### config.mk
export PLATFORM = sky130hd
export DESIGN_NAME = irq_pending_arbiter
export DESIGN_NICKNAME = d
export VERILOG_FILES = /design/src/rtl/irq_pending_arbiter_pkg.sv /design/src/rtl/irq_pending_arbiter_enc.sv /design/src/rtl/irq_pending_arbiter.sv
export SDC_FILE = /design/constraint.sdc
export NUM_CORES = 1
export LEC_CHECK = 0
export ABC_AREA = 1
export BUFFER_PORTS_ARGS = -buffer_cell sky130_fd_sc_hd__buf_2
export CORE_AREA = 2 2 53 55
export DETAILED_ROUTE_END_ITERATION = 7
export DIE_AREA = 0 0 55 57
export PLACE_DENSITY_LB_ADDON = 0.15
export SETUP_SLACK_MARGIN = 0.3
export SYNTH_ARGS = -nofsm -noshare
export SYNTH_HDL_FRONTEND = slang
export SYNTH_SLANG_ARGS = --single-unit
### constraint.sdc
create_clock -name clk -period 3.3 [get_ports clk]
set_clock_uncertainty 0.05 [all_clocks]
set_input_delay 0.165 -clock clk [delete_from_list [all_inputs] [get_ports clk]]
set_output_delay 0.165 -clock clk [all_outputs]
set_load 0.005 [all_outputs]
### src/rtl/irq_pending_arbiter_pkg.sv
// Shared sizing constants and the delivery FSM state type for the IRQ
// pending arbiter.
package irq_pending_arbiter_pkg;

  localparam int unsigned IRQ_N     = 8;
  localparam int unsigned IRQ_IDX_W = 3;

  typedef enum logic {
    IDLE    = 1'b0,
    PRESENT = 1'b1
  } state_t;

endpackage

### src/rtl/irq_pending_arbiter_enc.sv
// Combinational N-to-IDX_W lowest-set-bit encoder; sel is 0 when vec is empty.
module lsb_prio_enc #(
  parameter int unsigned N     = 8,
  parameter int unsigned IDX_W = 3
) (
  input  logic [N-1:0]     vec,
  output logic [IDX_W-1:0] sel,
  output logic             any_set
);

  always_comb begin
    sel     = '0;
    any_set = 1'b0;
    for (int unsigned i = 0; i < N; i++) begin
      if (vec[i] && !any_set) begin
        sel     = IDX_W'(i);
        any_set = 1'b1;
      end
    end
  end

endmodule

### src/rtl/irq_pending_arbiter.sv
// Captures request rising edges as pending bits and hands the lowest-numbered
// unmasked one to a consumer over a valid/ready handshake.
module irq_pending_arbiter
  import irq_pending_arbiter_pkg::*;
#(
  parameter int unsigned N     = IRQ_N,
  parameter int unsigned IDX_W = IRQ_IDX_W
) (
  input  logic             clk,
  input  logic             rst,
  input  logic [N-1:0]     req,
  input  logic [N-1:0]     mask,
  input  logic             ready,
  input  logic             clr_ovr,
  output logic             valid,
  output logic [IDX_W-1:0] idx,
  output logic [N-1:0]     pending,
  output logic [N-1:0]     overrun
);

  state_t           state, state_nxt;
  logic [IDX_W-1:0] idx_nxt;
  logic [N-1:0]     req_q;
  logic [N-1:0]     rise;
  logic [N-1:0]     cand;
  logic [N-1:0]     clr_vec;
  logic [N-1:0]     pending_nxt;
  logic [N-1:0]     overrun_nxt;
  logic [IDX_W-1:0] sel;
  logic             any_set;
  logic             hs;

  assign rise  = req & ~req_q;
  assign cand  = pending & ~mask;
  assign valid = (state == PRESENT);
  assign hs    = valid && ready;

  lsb_prio_enc #(
    .N     (N),
    .IDX_W (IDX_W)
  ) u_enc (
    .vec     (cand),
    .sel     (sel),
    .any_set (any_set)
  );

  // A same-cycle edge on the delivered line re-arms it instead of flagging overrun.
  always_comb begin
    clr_vec     = hs ? ({{(N-1){1'b0}}, 1'b1} << idx) : '0;
    pending_nxt = rise | (pending & ~clr_vec);
    overrun_nxt = (rise & pending & ~clr_vec) | (clr_ovr ? '0 : overrun);
  end

  always_comb begin
    state_nxt = state;
    idx_nxt   = idx;
    unique case (state)
      IDLE: begin
        if (any_set) begin
          idx_nxt   = sel;
          state_nxt = PRESENT;
        end
      end
      PRESENT: begin
        if (ready) state_nxt = IDLE;
      end
      default: state_nxt = IDLE;
    endcase
  end

  always_ff @(posedge clk or posedge rst) begin
    if (rst) begin
      state   <= IDLE;
      idx     <= '0;
      req_q   <= '0;
      pending <= '0;
      overrun <= '0;
    end else begin
      state   <= state_nxt;
      idx     <= idx_nxt;
      req_q   <= req;
      pending <= pending_nxt;
      overrun <= overrun_nxt;
    end
  end

endmodule

# Word level (Yosys, flattened, before mapping)
# Index checks and enable logic that the tools add are counted.
# word_totals
regBits,28
in_bits,20
# classes
shifts,1
mux,20
bitwise_logic,11
n_reduce_logical,16
# op_table
op,count
$and 8x8->8,5
$not 8->8,3
$mux 8,2
$or 8x8->8,2
$mux 3,4
$mux 1,11
$logic_and 1x1->1,8
$shl 1x3->8 const A,1
$logic_not 1->1,7
$mux 2,2
$pmux 1 s2,1
$reduce_and 2->1,1
$not 1->1,1

# Depth between registers and ports, before layout
# logic_depth
word_depth,26
depth_mapped,10

# By module
# From an unflattened synthesis, not the netlist that was laid out.
# unflattened
hier_cells,160
area_unflattened_um2,1232.4
# by_module_without_submodules
module,n_inst,cells_each,area_per_inst_um2,seq_area_each_um2
irq_pending_arbiter,1,138,1123.6,700.7
lsb_prio_enc,1,22,108.9,0.0

# Worst setup path after synthesis
# OpenSTA, ideal clock, no wires.
# synth_timing
path_kind,register -> register
start,register pending[0]
end,"register state, in the netlist valid"
setup_ps,128
t_arrival_ps,986
t_required_ps,3122
setup_slack_ps,2136
path_stages_with_launch,7
path_cell_list,dfrtp_1 -> nand2_2 -> nand2_2 -> nor2_4 -> nand4_2 -> o21ai_2 -> o21ai_1
# synth_via
elab_chain_len,25
# synth_rtl
item,line,text
start: declaration,irq_pending_arbiter.sv:17,"output logic [N-1:0] pending,"
start signal: assignment,irq_pending_arbiter.sv:82,pending <= pending_nxt;
$and 8x8->8 *,irq_pending_arbiter.sv:34,assign cand = pending & ~mask;
$mux 1 *,irq_pending_arbiter_enc.sv:15,if (vec[i] && !any_set) begin
$logic_not 1->1,irq_pending_arbiter_enc.sv:15,
$logic_and 1x1->1,irq_pending_arbiter_enc.sv:15,
$mux 1 *,irq_pending_arbiter_enc.sv:15,
$logic_not 1->1,irq_pending_arbiter_enc.sv:15,
$logic_and 1x1->1,irq_pending_arbiter_enc.sv:15,
$mux 1 *,irq_pending_arbiter_enc.sv:15,
[10 not listed],-,
$logic_and 1x1->1,irq_pending_arbiter_enc.sv:15,
$mux 1 *,irq_pending_arbiter_enc.sv:15,
$logic_not 1->1,irq_pending_arbiter_enc.sv:15,
$logic_and 1x1->1,irq_pending_arbiter_enc.sv:15,
$mux 1 *,irq_pending_arbiter_enc.sv:15,
$mux 1 *,irq_pending_arbiter.sv:59,if (any_set) begin
$pmux 1 s2 *,irq_pending_arbiter.sv:57,unique case (state)
via state_nxt,irq_pending_arbiter.sv:21,"state_t state, state_nxt;"
end signal: assignment,irq_pending_arbiter.sv:79,state <= state_nxt;
end: declaration,irq_pending_arbiter.sv:21,
# The timed path passes the listed nets; every way through them passes the cells marked *.
# A chain may end at the register's enable or synchronous reset.

# Worst setup path in the final report
# layout_timing
start,register pending[0]
end,register idx[1]
# layout_via
elab_chain_len,24
elab_cells_between_ends,30
classes_between,mux: 14; bitwise: 1; reduce/logical: 15
# layout_rtl
item,line,text
$and 8x8->8 *,irq_pending_arbiter.sv:34,
$mux 1 *,irq_pending_arbiter_enc.sv:15,
$logic_not 1->1,irq_pending_arbiter_enc.sv:15,
$logic_and 1x1->1,irq_pending_arbiter_enc.sv:15,
$mux 1 *,irq_pending_arbiter_enc.sv:15,
$logic_not 1->1,irq_pending_arbiter_enc.sv:15,
$logic_and 1x1->1,irq_pending_arbiter_enc.sv:15,
$mux 1,irq_pending_arbiter_enc.sv:15,
[8 not listed],-,
$mux 1,irq_pending_arbiter_enc.sv:15,
$logic_not 1->1,irq_pending_arbiter_enc.sv:15,
$logic_and 1x1->1,irq_pending_arbiter_enc.sv:15,
$mux 1,irq_pending_arbiter_enc.sv:15,
$logic_not 1->1,irq_pending_arbiter_enc.sv:15,
$logic_and 1x1->1,irq_pending_arbiter_enc.sv:15,
$mux 1,irq_pending_arbiter_enc.sv:15,
$reduce_and 2->1 (no source line),-,
end signal: assignment,irq_pending_arbiter.sv:80,idx <= idx_nxt;
end: declaration,irq_pending_arbiter.sv:16,"output logic [IDX_W-1:0] idx,"
# Every way passes the cells marked *; elsewhere a longest branch is shown, timed or not.

==> flow_metrics.tcl <==
set metrics [dict create \
    grt_max_degree 29 \
    endpoint_kind "flop" \
    area_growth_pct 29.9 \
    synth.ff_latch_count 28 \
    first_global_vias 1053 \
    outcome "finished clean" \
    yosys_warnings 0 \
    synth.distinct_cells 19 \
    leakagePower_uw 0.000940 \
    maxCapViolCount 0 \
    synth_flop_cell "dfrtp_1" \
    hpwl_um 2020 \
    yosysTopAreaCellShare_pct 56.3 \
    fill_cells 255 \
    route.detailed.drc 0 \
    clock_path_buffers 2 \
    synth_area_per_cell_um2 8.24 \
    dp_cells 220 \
    start_kind "flop" \
    diodes 0 \
    start_util_pct 47.6 \
    io-pin-count 40 \
    synth-async-reset-ratio_pct 100 \
    cts_tree "done" \
    routed_wl_um 2650 \
    vdd_ir_drop_max_mv 0.420 \
    drive_above_1_share_pct 28.7 \
    crit_fanout 3 \
    fmax_mhz 776 \
    grt_pass1_wl_um 4360 \
    layout_common_cells "nand2_1, buf_2, inv_1, dfrtp_1" \
    fp.dieH_um 57 \
    htree_levels 1 \
    cts_buffers 3 \
    fin_crit_ns 1.29 \
    hold_class "input port to asynchronous set/reset pin" \
    rsz0062_at_grt "no" \
    die_w_um 55 \
    synth_enable_flop_cells 0 \
    synth_compound_area_share_pct 7.04 \
    seq_area_frac_synth_pct 56.3 \
    portBuffers 39 \
    powerDensity_nw_per_um2 628 \
    die_area_um2 3140 \
    route.vias.total 1089 \
    synth-simple-area-share_pct 24.9 \
    first_pass_iters 4 \
    synth.net_count 171 \
    root_buffer "clkbuf_4" \
    drv_slew 0 \
    final_common_cell "nand2_1" \
    netlist_area_um2 1240 \
    relSlewSlack_pct 30.8 \
    cts.sinks 28 \
    synth_area_leaders "dfrtp_1, nand2_1, inv_1" \
    yosys.area_share.adder_pct 0 \
    tightest_slew_ns 1.04 \
    drt-initial-drc-count 14 \
    synth-xor-area-share_pct 0 \
    instances_no_fill 233 \
    viasPerCell 4.67 \
    synth_top_family_by_area "simple AND/OR/NAND/NOR gates" \
    postSynthCellCount 151 \
    synthMuxAreaShare_pct 0 \
    ant_nets 0 \
    final_hold_viol_count 0 \
    wl_per_cell_um 11.4 \
    clk_latency_ns 0.33 \
    clk_pin_slew_ns 0.16 \
    grt-ovfl-total 0 \
    worstPathRequired_ns 3.49 \
    place_congestion 0.765 \
    post_cts_buffers 0 \
    critPathKind "flop to flop" \
    fin_tns_setup_ns 0 \
    period_share_pct 39.0 \
    nNetsFinal 223 \
    rows 19 \
    setup_viol 0 \
    worstPathArrival_ns 1.48 \
    antenna_found_initial 0 \
    yosys.area.top_type "dfrtp_1" \
    fp.coreArea_um2 2620 \
    track_usage_pct 18.5 \
]
[worst paths after layout]
| check | startpoint | endpoint | slack (ns) | depth (start not counted) |
|---|---|---|---|---|
| worst min-delay path | rst | pending[0] | 0.01 | 2 |
| worst max-delay path | pending[0] | idx[1] | 2.01 | 8 |
| max in group asynchronous | rst | pending[3] | 2.56 | 2 |
| worst min register to register | req_q[5] | pending[5] | 0.42 | 1 |
| worst max register to register | pending[0] | idx[1] | 2.01 | 8 |
| min in group clk | clr_ovr | overrun[7] | 0.10 | 2 |
[stage by stage]
step / hold WS, ns / setup slack [ns] / utilization [%] / cell area (um2) / power [uW]
6_report: 0.0110 / 2.01 / 61.9 / 1620 / 1020
5_1_grt: 0.0954 / 1.91 / 61.9 / 1620 / 1090
4_1_cts: 0.0577 / 2.01 / 61.9 / 1620 / 1020
3_5_place_dp: 0.242 / 2.04 / 56.4 / 1480 / 793
3_3_place_gp: 0.237 / 2.10 / 56.4 / 1480 / 781
2_1_floorplan: 0.146 / 2.14 / - / 1240 / 667
[power by group]
part	switching [uW]	total [uW]	internal [uW]
sequential	63.6	478	414
combinational	181	315	134
clock	100	223	123
[cell usage after synthesis, types with 2 or more instances]
library cell	n
dfrtp_1	28
inv_1	33
inv_2	5
nand2_1	48
nand2_2	5
nand3_1	2
nand4_1	2
nor2_1	9
nor2_2	2
o21ai_0	2
o22ai_1	6
o32ai_1	2
[sequential cells by signal, summed over array words and instances (netlist names)]
name     cells
idx          3
overrun      8
pending      8
req_q        8
valid        1
[cell type report]
type                            count  area (um2)  area share [%]
Clock inverter                      1        30.0            1.86
Sequential cell                    28         701            43.3
Multi-Input combinational cell     84         398            24.6
Tap cell                           31        38.8            2.40
Timing Repair Buffer               48         285            17.6
Clock buffer                        3        22.5            1.39
Inverter                           38         143            8.82
[timing repair]
| action | 4_1_cts | 5_1_grt |
|---|---|---|
| resized for setup | 0 | 0 |
| hold endpoints to repair | 9 | 0 |
| hold buffers | 9 | 0 |
[layer usage]
metal | part of all wire, % | vias to the layer above | global-route usage (%)
met5 | 0 | - | 0
met2 | 49 | 30 | 30.1
met3 | 5.2 | 2 | 2.88
met1 | 45 | 505 | 25.9
li1 | - | 552 | -
met4 | 0.72 | 0 | 4.18
[worst max-delay path, stage by stage, from the launching register on]
cell and delay (ns):
dfrtp_1 0.43, nand2_2 0.09, nand2_2 0.07, nor2_4 0.13
nand4_2 0.10, nor2_1 0.12, nor2_1 0.08, nand2_1 0.08
nand2_1 0.05
[kinds of logic (layout without fill, tap and decap cells)]
| kind of cell | count (synthesis) | after routing |
|---|---|---|
| AO/OA/AOI/OAI | 13 | 13 |
| buffers and inverters | 39 | 90 |
| flip-flops | 28 | 28 |
| AND/OR/NAND/NOR | 71 | 71 |
(Power assumes the default switching activity.)
